<file path="config.mk">
export PLATFORM = sky130hd
export DESIGN_NAME = cia_bus_master
export DESIGN_NICKNAME = d
export VERILOG_FILES = /design/src/rtl/cia_bus_master.sv
export SDC_FILE = /design/constraint.sdc
export NUM_CORES = 1
export LEC_CHECK = 0
export CORE_MARGIN = 2
export CORE_UTILIZATION = 47
export CTS_BUF_LIST = sky130_fd_sc_hd__clkbuf_8 sky130_fd_sc_hd__clkbuf_16
export DETAILED_ROUTE_END_ITERATION = 10
export GPL_ROUTABILITY_DRIVEN = 0
export PLACE_DENSITY = 0.87
export SKIP_LAST_GASP = 1
export SLEW_MARGIN = 5
export SYNTH_ARGS = -nofsm -noshare
export SYNTH_HDL_FRONTEND = slang
export SYNTH_SLANG_ARGS = --single-unit
</file>
<file path="constraint.sdc">
create_clock -name clk -period 2.3 [get_ports clk]
set_input_delay 0.46 -clock clk [delete_from_list [all_inputs] [get_ports clk]]
set_output_delay 0.46 -clock clk [all_outputs]
set_load 0.02 [all_outputs]
</file>
<file path="src/rtl/cia_bus_master.sv">
// cia_bus_master: 6502-style PHI2 bus master driving a CIA with request/response handshake.
// Every output is registered from next-state and next-phase, so each output changes on the same edge as cnt.
module cia_bus_master #(
  parameter int HALF_PERIOD = 12,
  parameter int ADDR_DELAY  = 2,
  parameter int WDATA_DELAY = 4,
  parameter int RES_PERIODS = 10
) (
  input  logic       clk,
  input  logic       rst,
  input  logic       req_valid,
  output logic       req_ready,
  input  logic       req_we,
  input  logic       req_res,
  input  logic [3:0] req_addr,
  input  logic [7:0] req_wdata,
  output logic       rsp_valid,
  output logic [7:0] rsp_rdata,
  output logic       phi2,
  output logic       res_n,
  output logic       cs_n,
  output logic       r_w_n,
  output logic [3:0] addr_o,
  output logic [7:0] data_o,
  output logic       data_oe,
  input  logic [7:0] data_i,
  input  logic       irq_n,
  output logic       irq
);
  localparam int CW = $clog2(2 * HALF_PERIOD);
  localparam int PW = $clog2(RES_PERIODS + 1);
  localparam logic [CW-1:0] C_LAST = CW'(2 * HALF_PERIOD - 1);
  localparam logic [CW-1:0] C_H    = CW'(HALF_PERIOD);
  localparam logic [CW-1:0] C_AD   = CW'(ADDR_DELAY);
  localparam logic [CW-1:0] C_WD   = CW'(HALF_PERIOD + WDATA_DELAY);
  localparam logic [CW-1:0] C_ONE  = CW'(1);
  localparam logic [PW-1:0] R_LAST = PW'(RES_PERIODS - 1);

  typedef enum logic [2:0] {RESET, IDLE, PEND, LOW, HIGH, RESPULSE} state_t;

  state_t        r_state, w_next;
  logic [CW-1:0] r_cnt, w_cnt_nxt;
  logic [PW-1:0] r_per;
  logic          r_we, r_res;
  logic [3:0]    r_addr;
  logic [7:0]    r_wdata, r_d1, r_d2;
  logic          r_i1, r_i2;
  logic          w_wrap, w_per_done, w_accept, w_cs, w_oe, w_in_res;

  assign w_cnt_nxt  = (r_cnt == C_LAST) ? '0 : r_cnt + 1'b1;
  assign w_wrap     = w_cnt_nxt == '0;
  assign w_per_done = w_wrap && r_per == R_LAST;
  assign w_accept   = req_valid && req_ready;
  assign w_in_res   = r_state == RESET || r_state == RESPULSE;
  // HIGH also covers cnt=0 of the following period, giving the hold time after PHI2 falls
  assign w_cs       = (w_next == LOW && w_cnt_nxt >= C_AD) || w_next == HIGH;
  assign w_oe       = w_next == HIGH && r_we && (w_cnt_nxt >= C_WD || w_wrap);

  always_comb begin
    w_next = r_state;
    unique case (r_state)
      RESET:    w_next = w_per_done ? IDLE : RESET;
      IDLE:     w_next = !req_valid ? IDLE : !w_wrap ? PEND : req_res ? RESPULSE : LOW;
      PEND:     w_next = !w_wrap ? PEND : r_res ? RESPULSE : LOW;
      LOW:      w_next = (w_cnt_nxt == C_H) ? HIGH : LOW;
      HIGH:     w_next = (w_cnt_nxt == C_ONE) ? IDLE : HIGH;
      RESPULSE: w_next = w_per_done ? IDLE : RESPULSE;
      default:  w_next = RESET;
    endcase
  end

  always_ff @(posedge clk) begin
    if (rst) begin
      r_state   <= RESET;
      r_cnt     <= '0;
      r_per     <= '0;
      r_we      <= 1'b0;
      r_res     <= 1'b0;
      r_addr    <= '0;
      r_wdata   <= '0;
      r_d1      <= '0;
      r_d2      <= '0;
      r_i1      <= 1'b1;
      r_i2      <= 1'b1;
      phi2      <= 1'b0;
      res_n     <= 1'b0;
      cs_n      <= 1'b1;
      r_w_n     <= 1'b1;
      addr_o    <= '0;
      data_o    <= '0;
      data_oe   <= 1'b0;
      req_ready <= 1'b0;
      rsp_valid <= 1'b0;
      rsp_rdata <= '0;
      irq       <= 1'b0;
    end else begin
      r_state   <= w_next;
      r_cnt     <= w_cnt_nxt;
      r_per     <= w_wrap ? (w_in_res ? r_per + 1'b1 : '0) : r_per;
      r_we      <= w_accept ? req_we : r_we;
      r_res     <= w_accept ? req_res : r_res;
      r_addr    <= w_accept ? req_addr : r_addr;
      r_wdata   <= w_accept ? req_wdata : r_wdata;
      r_d1      <= data_i;
      r_d2      <= r_d1;
      r_i1      <= irq_n;
      r_i2      <= r_i1;
      phi2      <= w_cnt_nxt >= C_H;
      res_n     <= !(w_next == RESET || w_next == RESPULSE);
      cs_n      <= !w_cs;
      r_w_n     <= !(w_cs && r_we);
      addr_o    <= w_cs ? r_addr : addr_o;
      data_o    <= w_oe ? r_wdata : data_o;
      data_oe   <= w_oe;
      req_ready <= w_next == IDLE;
      rsp_valid <= w_next == IDLE && (r_state == HIGH || r_state == RESPULSE);
      rsp_rdata <= (r_state == HIGH && r_cnt == C_LAST && !r_we) ? r_d2 : rsp_rdata;
      irq       <= !r_i2;
    end
  end
endmodule

</file>
==> parameters.txt <==
Parameter                              Value

Routing
  Total iterations of the first detailed-routing run    5
  Number of DRC violations after detailed-routing iteration 0    156
  Average wire length per cell after detail routing    ~15 µm
  Met3 Routed Length    465 µm
  Via total after detailed routing    roughly 2500
  Vias per Instance    5.41
  Antenna viol nets, final    0
  Detailed-routing wirelength on met1    2750 µm
  Remaining routing DRC violations    0
  Met2 wirelength from detailed routing    3400 µm
  Top routing layer in use    met4
  WL final    6770 µm

Synth
  FF+latch count, synth    72
  Portion of the post-synthesis area used by sequential elements    49.0%
  Top-count cell post-synth    sky130_fd_sc_hd__dfxtp_1
  Top cell type's share of synthesized area    between 40% and 50%
  Syn_nets    ~350
  Cell count after synthesis    316
  Primary FF master, synth    sky130_fd_sc_hd__dfxtp_1
  Synthesis Warnings    0
  Biggest area contributors in the synthesized netlist    sky130_fd_sc_hd__dfxtp_1 (49%), sky130_fd_sc_hd__nor2b_1 (5.7%), sky130_fd_sc_hd__mux2i_1 (5.4%)
  Average cell area after synthesis    about 9.3 µm²
  Post-synth EDFFs    0
  Cell type with the highest aggregate area in the netlist    sky130_fd_sc_hd__dfxtp_1
  Most common library cells after synthesis    sky130_fd_sc_hd__dfxtp_1 (72), sky130_fd_sc_hd__nand2_1 (39), sky130_fd_sc_hd__nor2_1 (31)
  Mapped Area    2940 µm²
  Count of different cell masters after synthesis    50
  Async set-or-reset flop fraction in the synthesized netlist    0%

Global route
  Pin count of the biggest net entering global routing    28
  Overall overflow remaining after global route    0
  Number of global-route vias before repair    2294
  Global-route wire length before repair    10700 µm
  Total GRT Usage    between 10% and 20%
  Antenna violations before repair    0

Finish
  Nets    405
  Antenna Cells    0
  Growth of design area from synthesis to finish    31.9%
  Share of final-layout standard cells stronger than drive strength 1    13.9%
  Post-Route Utilization    64.7%

Timing
  Slew at the pin closest to its max-slew limit    508 ps
  Highest clock rate    about 440 MHz
  Number of pins exceeding their max-slew limit in the final report    0
  Count of endpoints failing setup in the final report    0
  Min cycle time layout    2260 ps
  Number of hold violations in the final report    0
  Worst hold slack    395 ps
  RSZ-0062 raised after global routing    true
  Clk_skew    around 6.5 ps
  Worst setup margin    38.8 ps
  Ratio of final minimum period to clock period    about 100%
  Worst rel slew slack    about two thirds

Clock tree
  Number of CTS-inserted buffers    9
  Clock tree from TritonCTS    built
  Post-CTS setup buffer count    0
  Clock latency of the later-clocked register in the worst-skew pair    340 ps
  Hold-fix buffers, CTS    0
  H-tree lvl count    3
  Clock buffer depth    2
  Clock sink count    72
  Number of resized instances in the post-cts repair step    0
  Clock slew seen by the registers of the worst setup and hold paths    80 ps
  Root cell of the clock tree    sky130_fd_sc_hd__clkbuf_8

Placed design
  Dpl hpwl    4440 µm
  Count of buffers inserted at the top-level ports    53
  Pre-CTS setup slack    62.7 ps

Die
  Num rows    28
  Core Area    5990 µm²
  Width of the die    83.1 µm
  Area enclosed by the die boundary    6900 µm²
  Chip height    83.1 µm
  IO Pins    54
  Effective utilization at floorplan    49.1%

Power
  Leakage power figure    1.46 nW
  Power density over cell area    676 nW/µm²
  Highest ir drop seen on vdd    ~0.47 mV

Run
  Max Cap Violations    0

Setup path
  Critical Path RT    approximately 2500 ps
  Crit path cell chain    ha_2 -> buf_4 -> nand3_1 -> xor2_1 -> a31o_1 -> a221oi_4 -> buf_6 -> mux2i_1 -> nor2_1
  WP data arrival    2490 ps
  Peak per-stage delay on the critical path    350 ps
  Class of the most critical setup path    flip-flop to flip-flop
  Slowest cell on the critical path    sky130_fd_sc_hd__dfxtp_1
  Setup crit start kind    flip-flop
  Setup crit end kind    flip-flop
  Critical path peak fanout    6

Hold path
  Worst hold-check path type    flip-flop to flip-flop

Run status
  Result of the run    finished clean
[flip-flops by register name, indices dropped and copies added (netlist names), 4 cells and up]
| signal | count |
|---|---|
| r_cnt | 5 |
| rsp_rdata | 8 |
| r_addr | 4 |
| r_per | 4 |
| data_o | 8 |
| addr_o | 4 |
| r_d1 | 8 |
| r_d2 | 8 |
| r_wdata | 8 |
[layer usage]
metal | up-vias | GRT usage (%)
li1 | 1195 | -
met1 | 1143 | 22.4
met2 | 107 | 32.6
met3 | 16 | 5.37
met4 | 0 | 7.15
met5 | - | 0
[power by group]
part / leakage [nW] / internal [mW] / switching [mW]
logic: 0.763 / 0.116 / 0.121
registers: 0.585 / 1.27 / 0.0148
clock network: 0.108 / 0.634 / 0.463
[cell families after synthesis]
kind of cell	after synthesis	share of synthesized area (%)
buf+inv	26	3.96
simple gates	142	25.2
xor+xnor	6	1.79
flops	72	49.0
mux	16	5.45
fa+ha+maj	3	1.28
compound gates	51	13.3
[through the flow]
stage | setup TNS (ps) | total power [mW] | std cells | cell area (µm²)
2_1_floorplan | 0 | 1.44 | 316 | 2940
3_3_place_gp | 0 | 1.52 | 439 | 3570
3_5_place_dp | 0 | 1.53 | 439 | 3570
4_1_cts | 0 | 2.61 | 454 | 3790
5_1_grt | -190 | 2.71 | 455 | 3880
6_report | 0 | 2.62 | 455 | 3880
[path summary, 6_finish.rpt]
| path | from | slack [ps] | end | depth (start not counted) |
|---|---|---|---|---|
| hold / removal | r_i2 | 390 | irq | 1 |
| hold reg to reg | r_i2 | 390 | irq | 1 |
| setup / recovery | r_cnt[1] | 40 | data_o[1] | 9 |
| setup reg to reg | r_cnt[1] | 40 | data_o[1] | 9 |
[critical path: cells and delay by family, from the launching register on]
family	cells	cell delay, ps
compound gates	2	640
flops	1	350
fa+ha+maj	1	230
buf+inv	2	320
xor+xnor	1	220
simple gates	2	190
mux	1	210
[cell usage in the layout (no fill, tap or decap), types with 2 or more instances in the layout]
cell,n
sky130_fd_sc_hd__nor2_1,31
sky130_fd_sc_hd__bufinv_16,2
sky130_fd_sc_hd__ha_1,2
sky130_fd_sc_hd__buf_4,12
sky130_fd_sc_hd__a211oi_1,4
sky130_fd_sc_hd__dfxtp_1,71
sky130_fd_sc_hd__a31o_1,2
sky130_fd_sc_hd__nand3_1,10
sky130_fd_sc_hd__a31oi_2,2
sky130_fd_sc_hd__or2_2,3
sky130_fd_sc_hd__mux2i_1,15
sky130_fd_sc_hd__nor2b_1,27
sky130_fd_sc_hd__o21ai_0,2
sky130_fd_sc_hd__nand4b_1,4
sky130_fd_sc_hd__o211ai_1,5
sky130_fd_sc_hd__buf_6,3
sky130_fd_sc_hd__clkdlybuf4s50_1,52
sky130_fd_sc_hd__clkbuf_8,10
sky130_fd_sc_hd__a21oi_1,21
sky130_fd_sc_hd__nand4_1,5
sky130_fd_sc_hd__xor2_1,5
sky130_fd_sc_hd__and2_0,2
sky130_fd_sc_hd__nand2b_1,6
sky130_fd_sc_hd__nand2_1,39
sky130_fd_sc_hd__nand3b_1,2
sky130_fd_sc_hd__inv_1,7
sky130_fd_sc_hd__and2_1,3
sky130_fd_sc_hd__a221oi_4,2
[cell type report]
type | count | area (µm²)
Timing Repair Buffer | 68 | 649
Fill cell | 441 | 2110
Multi-Input combinational cell | 218 | 1450
Clock inverter | 5 | 81.3
Tap cell | 75 | 93.8
Inverter | 7 | 26.3
Clock buffer | 10 | 138
Sequential cell | 72 | 1440
(Power assumes the default switching activity.)
